File: src/rtl/gate_bist_pkg.sv
// Shared definitions for the gate BIST sequencer: modes, states, reference.
package gate_bist_pkg;

  localparam logic [2:0] MODE_NOR  = 3'd0;
  localparam logic [2:0] MODE_NAND = 3'd1;
  localparam logic [2:0] MODE_AND  = 3'd2;
  localparam logic [2:0] MODE_OR   = 3'd3;
  localparam logic [2:0] MODE_XOR  = 3'd4;
  localparam logic [2:0] MODE_XNOR = 3'd5;

  localparam logic [1:0] ST_IDLE  = 2'd0;
  localparam logic [1:0] ST_APPLY = 2'd1;
  localparam logic [1:0] ST_CHECK = 2'd2;
  localparam logic [1:0] ST_DONE  = 2'd3;

  // mask selects the live gate inputs; unused bits act as 0 for OR/XOR, 1 for AND
  function automatic logic ref_gate(
    input logic [2:0] mode,
    input logic [7:0] vec,
    input logic [7:0] mask
  );
    logic any_v;
    logic all_v;
    logic par_v;
    any_v = |(vec & mask);
    all_v = &(vec | ~mask);
    par_v = ^(vec & mask);
    case (mode)
      MODE_NOR:  ref_gate = ~any_v;
      MODE_NAND: ref_gate = ~all_v;
      MODE_AND:  ref_gate = all_v;
      MODE_OR:   ref_gate = any_v;
      MODE_XOR:  ref_gate = par_v;
      MODE_XNOR: ref_gate = ~par_v;
      default:   ref_gate = 1'b0;
    endcase
  endfunction

endpackage

File: src/rtl/gate_bist_sequencer_ref.sv
// Combinational reference gate: expected output for a vector under a mode.
module gate_ref_model
  import gate_bist_pkg::*;
#(
  parameter int N = 2
) (
  input  logic [2:0]   mode,
  input  logic [N-1:0] vec,
  output logic         ref_out
);

  logic [7:0] mask;

  assign mask    = ~(8'hFF << N);
  assign ref_out = ref_gate(mode, 8'(vec), mask);

endmodule

File: src/rtl/gate_bist_sequencer.sv
// Exhaustive self-test sequencer for an N-input gate primitive.
module gate_bist_sequencer
  import gate_bist_pkg::*;
#(
  parameter int N      = 2,
  parameter int SETTLE = 1,
  parameter int ERR_W  = 8
) (
  input  logic             clk,
  input  logic             rst_n,
  input  logic             start,
  input  logic [2:0]       mode,
  output logic [N-1:0]     dut_in,
  input  logic             dut_out,
  output logic             busy,
  output logic             done,
  output logic             pass,
  output logic [ERR_W-1:0] err_count,
  output logic [N-1:0]     first_fail_vec,
  output logic             first_fail_valid
);

  // with no settle window a vector goes straight to its check cycle
  localparam logic [1:0] ST_RUN =
    (SETTLE == 0) ? ST_CHECK : ST_APPLY;
  localparam logic [3:0] SETTLE_LAST =
    4'((SETTLE > 0) ? SETTLE - 1 : 0);
  localparam logic [N:0] VEC_LAST =
    (N+1)'((1 << N) - 1);

  logic [1:0] state;
  logic [2:0] mode_q;
  logic [N:0] vec;
  logic [3:0] settle_cnt;
  logic       ref_out;
  logic       mismatch;

  gate_ref_model #(.N(N)) u_ref (
    .mode    (mode_q),
    .vec     (vec[N-1:0]),
    .ref_out (ref_out)
  );

  assign dut_in   = vec[N-1:0];
  assign busy     = (state == ST_APPLY) || (state == ST_CHECK);
  assign done     = (state == ST_DONE);
  assign mismatch = (state == ST_CHECK) && (dut_out != ref_out);

  always_ff @(posedge clk or negedge rst_n) begin
    if (!rst_n) begin
      state            <= ST_IDLE;
      mode_q           <= MODE_NOR;
      vec              <= '0;
      settle_cnt       <= '0;
      err_count        <= '0;
      first_fail_vec   <= '0;
      first_fail_valid <= 1'b0;
      pass             <= 1'b0;
    end else begin
      case (state)
        ST_IDLE: begin
          if (start) begin
            err_count        <= '0;
            first_fail_valid <= 1'b0;
            pass             <= 1'b0;
            if (mode <= MODE_XNOR) begin
              mode_q     <= mode;
              vec        <= '0;
              settle_cnt <= '0;
              state      <= ST_RUN;
            end else begin
              state <= ST_DONE;
            end
          end
        end
        ST_APPLY: begin
          if (settle_cnt == SETTLE_LAST) begin
            settle_cnt <= '0;
            state      <= ST_CHECK;
          end else begin
            settle_cnt <= settle_cnt + 4'd1;
          end
        end
        ST_CHECK: begin
          if (mismatch) begin
            if (err_count != '1)
              err_count <= err_count + 1'b1;
            if (!first_fail_valid) begin
              first_fail_vec   <= vec[N-1:0];
              first_fail_valid <= 1'b1;
            end
          end
          if (vec == VEC_LAST) begin
            pass  <= !(first_fail_valid || mismatch);
            state <= ST_DONE;
          end else begin
            vec   <= vec + 1'b1;
            state <= ST_RUN;
          end
        end
        default: state <= ST_IDLE;
      endcase
    end
  end

endmodule

File: config.mk
export PLATFORM = sky130hd
export DESIGN_NAME = gate_bist_sequencer
export DESIGN_NICKNAME = d
export VERILOG_FILES = /design/src/rtl/gate_bist_pkg.sv /design/src/rtl/gate_bist_sequencer_ref.sv /design/src/rtl/gate_bist_sequencer.sv
export SDC_FILE = /design/constraint.sdc
export NUM_CORES = 1
export LEC_CHECK = 0
export ABC_CLOCK_PERIOD_IN_PS = 3800
export CORE_MARGIN = 2
export CORE_UTILIZATION = 50
export CTS_CLUSTER_DIAMETER = 80
export DETAILED_ROUTE_END_ITERATION = 12
export HOLD_SLACK_MARGIN = 0.15
export PLACE_DENSITY_LB_ADDON = 0.05
export SLEW_MARGIN = 15
export SYNTH_ARGS = -nofsm -noshare
export SYNTH_HDL_FRONTEND = slang
export SYNTH_SLANG_ARGS = --single-unit
File: constraint.sdc
create_clock -name clk -period 3.8 [get_ports clk]
set_input_delay 0.38 -clock clk [delete_from_list [all_inputs] [get_ports clk]]
set_output_delay 0.38 -clock clk [all_outputs]
set_load 0.1 [all_outputs]
==> results.md, run 1 <==
- Top FF cell, synth: dfrtp_1
- Mapped Cells: 167
- # resized after CTS: 0
- DR vias: 1,286
- Mapped Area: 1480 um2
- Achievable frequency: 0.379 GHz
- Clock power share: 8.7%
- Worst skew pair latency: 0.31 ns
- P_leak: 0.000763 uW
- Antenna violations before repair: 0
- Post-route DRC: 0
- DR iter-0 viols: 63
- Fin area: between 1500 and 2000 um2
- Die Height: around 58 um
- Total chip power: approximately 1300 uW
- Status: complete, no violations
- Crit Path Max Fanout: 5
- Root Buffer: clkbuf_4
- WP data arrival: approximately 2.3 ns
- Met1 global-route usage: 28.4%
- Switching Share: 54.3%
- GRT busiest layer: met2
- Max VDD drop: 0.000713 V
- Hold/Removal Path Class: reg2reg
- R2R depth: 8
- Setup CP Type: reg2out
- Net Switching: approximately 700 uW
- Setup bufs post-CTS: 0
- Area of the multi-input gates: 801 um2
- Met3 Use GR: 2.42%
- I/O pins: 23
- EDFF count, synth: 0
- Sequential share of power: 28.4%
- Total negative setup slack: 0 ns
- Final setup fails: 0
- Clock-pin transition on the worst setup and hold timing paths: 0.12 ns
- Layout Nets: 207
- Die area: 3410 um2
- First-pass GRT wire length: approximately 5200 um
- Setup Skew: 0.00879 ns
- Slew of the pin with the lowest slew margin: 0.971 ns
- Clk sinks: 24
- Routed Antenna Nets: 0
- Post-Syn Nets: 184
- Pin count of the biggest net entering global routing: 25
- Comb pwr share: a little over three fifths
- Total global routing track utilization: 19.8%
- Layout cell share with drive strength beyond 1: 4.79%
- CTS tree: built
- Number of placement rows: 19
- Antenna Diode Count: 0
- Die width: a little under 60 um
- CTS buffer count: 3
- Hold Path Depth: 1
- CP Data Required Time: 3.42 ns
- PwrDens: between 700 and 800 nW/um2
- Vias per inst: between 5 and 6
- Core area: approximately 2800 um2
- Layout area overhead: 17.3%
- Synth warnings: 0
- Unique masters post-synth: 38
- Slew headroom: between 30% and 40%
- Min Tclk post-route: roughly 2.6 ns
- Port Buffers: 22
- Max-slew violations: 0
- First-pass DRT Iterations: 4
- Fill cell count: 242
- Internal: ~590 uW
- Hold Vio Cnt, Final: 0
- Clock tree buffer depth: 2
- Sequential share of the synthesized area: 40.6%
- Worst setup SP type: flop
- Mean Syn Cell Area: 8.86 um2
- GR met2 Demand/Resource: approximately 30%
- RSZ-0062 raised after global routing: false
- WL/cell: 14.3 um
- Tcrit/Tclk final: 69.4%
- Final core utilization: 62.4%
- H-tree depth: 1
- Critical Path Sink Type: output pin
- Max-cap violations: 0
- Routability cong.: 0.905
- Number of register bits inferred by synthesis: 24
- Total grt overflow: 0
- Placed Area: 1710 um2
- Initial Util: roughly 53%
- FFs w/ async S/R, synth: 100%
- Final wirelength: around 3100 um
- Post-DP HPWL: 2300 um
- FF+latch area: 601 um2
- Hold bufs inserted after CTS: 0
- Vias in the first global route: 1,203
==> sequential cells by signal, summed over array words and instances (netlist names) <==
register          flops
mode_q                3
settle_cnt            4
first_fail_vec        2
vec                   3
err_count             8
state                 2
pass                  1
first_fail_valid      1
==> worst max-delay path: stages (launching register included) <==
cell and delay (ns):
dfrtp_1 0.44, inv_1 0.09, ha_1 0.29, clkdlybuf4s50_1 1.13
==> placed cells by master (no fill, tap or decap), drive strengths merged, types with 2 or more instances in the layout <==
cell type / n
nor2: 21
buf: 2
a221o: 2
nand2: 15
nor3: 2
clkdlybuf4s50: 21
dfrtp: 24
nor3b: 2
o22ai: 2
and2: 2
a31oi: 4
o31ai: 2
mux2: 5
and3: 5
nand3b: 3
ha: 10
inv: 11
o21ai: 10
a21oi: 8
nand3: 12
a22o: 2
nand2b: 5
nand4b: 2
clkbuf: 3
==> final cells by class <==
class / instances / share of cell area, %
Inverter: 11 / 2.38
Timing Repair Buffer: 24 / 13.4
Sequential cell: 24 / 34.6
Multi-Input combinational cell: 126 / 46.1
Tap cell: 31 / 2.23
Clock buffer: 3 / 1.30
==> Yosys cell counts (all sizes together), types with 2 or more instances <==
cell type / instances / share of area (%)
dfrtp: 24 / 41
nor2: 21 / 5.3
nand2: 15 / 3.8
nand3: 12 / 4.1
inv: 11 / 2.8
ha: 10 / 8.5
o21ai: 10 / 3.4
a21oi: 8 / 2.7
and3: 5 / 2.1
mux2: 5 / 3.8
nand2b: 5 / 2.1
a31oi: 4 / 1.7
buf: 3 / 1.8
clkbuf: 3 / 0.76
nand3b: 3 / 1.5
a221o: 2 / 1.4
a22o: 2 / 1.2
and2: 2 / 1.0
nand4b: 2 / 1.2
nor3: 2 / 0.68
nor3b: 2 / 1.0
o22ai: 2 / 0.85
o31ai: 2 / 1.0
==> cells by family (layout without fill, tap and decap cells) <==
logic type	after synthesis	after routing	synth area share, %
muxes	5	5	3.80
AOI/OAI and AO/OA	38	38	16.7
and+or+nand+nor	72	72	24.6
buffers and inverters	17	38	5.33
DFF	24	24	40.6
xor gates and xnor gates	1	1	0.592
adders and majority gates	10	10	8.45
==> power groups by stage <==
stage / Clock [uW] / Sequential [uW] / Combinational [uW]
after floorplan: 0 / 502 / 523
after global placement: 0 / 364 / 795
after detailed placement: 0 / 370 / 808
after CTS: 118 / 364 / 813
after global routing: 123 / 373 / 870
final: 112 / 365 / 809
==> through the flow <==
stage                     instances  hold WS (ns)  setup slack [ns]
after floorplan                 167        0.0844              1.31
after global placement          215         0.475              1.44
after detailed placement        215         0.477              1.38
after CTS                       218         0.494              1.15
after global routing            219         0.527              1.08
final                           219         0.504              1.16
==> per-layer routing <==
metal,wire length [um],share of wire [%]
met2,1400,45
met5,0,0
met4,57,1.8
met1,1580,50
met3,102,3.3
==> final timing paths <==
kind	startpoint	end	slack (ns)
worst max-delay path	state[0]	busy	1.16
min in group asynchronous	rst_n	pass	0.58
max in group asynchronous	rst_n	vec[2]	2.85
worst max register to register	vec[0]	err_count[0]	1.35
worst min-delay path	settle_cnt[3]	settle_cnt[3]	0.50
worst min register to register	settle_cnt[3]	settle_cnt[3]	0.50
Note: power is estimated with default switching activity, not from simulation.
==> run 2: changes to the inputs <==
--- a/config.mk
+++ b/config.mk
@@ -5,9 +5,9 @@
 export SDC_FILE = /design/constraint.sdc
 export NUM_CORES = 1
 export LEC_CHECK = 0
-export ABC_CLOCK_PERIOD_IN_PS = 3800
+export ABC_CLOCK_PERIOD_IN_PS = 2300
 export CORE_MARGIN = 2
-export CORE_UTILIZATION = 50
+export CORE_UTILIZATION = 48
 export CTS_CLUSTER_DIAMETER = 80
 export DETAILED_ROUTE_END_ITERATION = 12
 export HOLD_SLACK_MARGIN = 0.15
==> constraint.sdc (replaced) <==
create_clock -name clk -period 2.3 [get_ports clk]
set_input_delay 0.23 -clock clk [delete_from_list [all_inputs] [get_ports clk]]
set_output_delay 0.23 -clock clk [all_outputs]
set_load 0.1 [all_outputs]
==> run 2 against run 1 <==
Sequential share of layout area fell by 0.71 points. Clock-buffer cell count grew 1. Final area grew 2.7%. Clock power grew 72%. Non-clock buffer count increased by 6. Largest power group unchanged.
==> results.md, run 2 (same netlist as run 1, synthesis figures left out) <==
- I/O pins: 23 (unchanged)
- P_leak: 0.000831 uW (+9.0%)
- Worst setup SP type: flop
- Status: complete, no violations
- Die Height: 59.5 um (+1.9%)
- Internal: 1050 uW (+78%)
- Total chip power: 2250 uW (+75%)
- Clk sinks: 24 (unchanged)
- Comb pwr share: 64.6% (+1.7 points)
- Worst skew pair latency: 0.32 ns (about the same)
- Max VDD drop: 0.000655 V (-8.1%)
- Largest regs: err_count: 8 flops, settle_cnt: 4 flops
- Port Buffers: 22 (unchanged)
- Post-DP HPWL: 2440 um (+5.9%)
- PwrDens: 1260 nW/um2 (+70%)
- Placed Instances: 223 (+3.7%)
- Hold Vio Cnt, Final: 0 (unchanged)
- Setup Skew: 0.0165 ns (+0.00775 ns)
- First-pass GRT wire length: 5470 um (+4.3%)
- WP data arrival: 2.42 ns (+0.16 ns)
- Routed Antenna Nets: 0 (unchanged)
- Reg2reg end: first_fail_vec[0]
- Layout Nets: 213 (+2.9%)
- Total grt overflow: 0 (unchanged)
- Final cell count without fillers: 228 (+4.1%)
- Slew headroom: 71.3% (+36 points)
- Critical Path Sink Type: flop
- Number of placement rows: 20 (+1)
- R2R depth: 8 (unchanged)
- Net Switching: 1200 uW (+72%)
- Max-cap violations: 0 (unchanged)
- Die area: 3540 um2 (+3.9%)
- Final wirelength: 3270 um (+4.3%)
- Crit Path Max Fanout: 4 (-1)
- Switching Share: 53.4% (-0.91 points)
- Root Buffer: clkbuf_4
- Clock power share: 8.6% (about the same)
- Pin count of the biggest net entering global routing: 25 (unchanged)
- First-pass DRT Iterations: 4 (unchanged)
- Layout cell share with drive strength beyond 1: 21.0% (+16 points)
- WHS: 0.243 ns (-0.261 ns)
- Setup CP Type: reg2reg
- Core area: 3000 um2 (+8.0%)
- CTS tree: built
- Slew of the pin with the lowest slew margin: 0.430 ns (-0.541 ns)
- Top reg by flops: err_count
- Sequential share of power: 26.8% (-1.6 points)
- Most common cell after layout, fill and taps aside: buf_4
- Die width: 59.5 um (+1.9%)
- WL/cell: 14.3 um (+0.19%)
- Vias in the first global route: 1,249 (+3.8%)
- Initial Util: 49.3% (-3.9 points)
- Achievable frequency: 0.452 GHz
- Final setup fails: 0 (unchanged)
- Tcrit/Tclk final: 96.2%
- Clock-pin transition on the worst setup and hold timing paths: 0.14 ns (+0.02 ns)
- CP Data Required Time: 2.51 ns (-0.91 ns)
- Flip-flop count of the largest register after layout: 8 (unchanged)
- Antenna Diode Count: 0 (unchanged)
- Routability cong.: 0.849 (-6.1%)
- Fin area: 1780 um2 (+2.7%)
- DR iter-0 viols: 84 (+33%)
- Vias per inst: 5.73 (-2.5%)
- Most frequent cells in the layout: buf_4, nor2_1, dfrtp_1
- Hold/Removal Path Class: in2async
- Placed Area: 1720 um2 (+0.66%)
- Layout area overhead: 20.5%
- Min Tclk post-route: 2.21 ns
- H-tree depth: 1 (unchanged)
- Antenna violations before repair: 0 (unchanged)
- Post-route DRC: 0 (unchanged)
- Max-slew violations: 0 (unchanged)
- DR vias: 1,306 (+1.6%)
- CTS buffer count: 3 (unchanged)
- R2r setup slk: 0.09 ns (-1.26 ns)
- Clock tree buffer depth: 2 (unchanged)
- Reg2reg start: vec[0]
- Total global routing track utilization: 20.4% (+0.57 points)
==> run 2: how the worst max path moves through the flow <==
stage / start / end / cells past startpoint
6_report: vec[0] / first_fail_vec[0] / 8
5_1_grt: vec[1] / first_fail_vec[0] / 8
4_1_cts: vec[0] / first_fail_vec[0] / 8
3_5_place_dp: vec[0] / first_fail_vec[0] / 8
3_3_place_gp: vec[0] / first_fail_vec[0] / 8
2_1_floorplan: err_count[0] / err_count[0] / 5
==> run 2: worst max-delay path, cell delays in order (launching register included) <==
cell	delay (ns)
dfrtp_1	0.41
inv_2	0.09
ha_4	0.21
xnor2_1	0.12
nor3b_1	0.08
or4_4	0.53
and2_4	0.19
nand3b_1	0.16
mux2_4	0.32
==> run 2: metrics by stage <==
| step | setup WS [ns] | setup TNS (ns) | util, % |
|---|---|---|---|
| 2_1_floorplan | 0.000896 | 0 | - |
| 3_3_place_gp | 0.0730 | 0 | 57.3 |
| 3_5_place_dp | 0.0490 | 0 | 57.3 |
| 4_1_cts | 0.0293 | 0 | 58.2 |
| 5_1_grt | -0.00340 | -0.00340 | 59.4 |
| 6_report | 0.0876 | 0 | 59.4 |
==> run 2: power groups by stage <==
stage | clock network, uW | registers, uW | logic (uW)
floorplan | 0 | 829 | 864
global placement | 0 | 598 | 1380
detailed placement | 0 | 603 | 1390
CTS | 200 | 594 | 1390
global route | 217 | 616 | 1570
finish | 193 | 603 | 1450
==> run 2: layer usage <==
| layer | GRT usage, % | share of wire (%) | vias to the layer above |
|---|---|---|---|
| met5 | 0 | 0 | - |
| met4 | 6.03 | 0.61 | 0 |
| met3 | 3.93 | 5.3 | 2 |
| met2 | 31.9 | 44 | 43 |
| met1 | 28.7 | 50 | 612 |
| li1 | - | - | 649 |
==> run 2: repair_timing <==
item,in CTS,in global routing
setup endpoints to repair,0,10
buffers inserted,0,1
hold buffers,0,0
gates resized for setup,0,7
==> run 2: area by class of cell <==
class / count / area (um2)
Multi-Input combinational cell: 126 / 831
Fill cell: 286 / 1220
Timing Repair Buffer: 30 / 240
Tap cell: 33 / 41.3
Sequential cell: 24 / 604
Clock buffer: 4 / 26.3
Inverter: 11 / 41.3
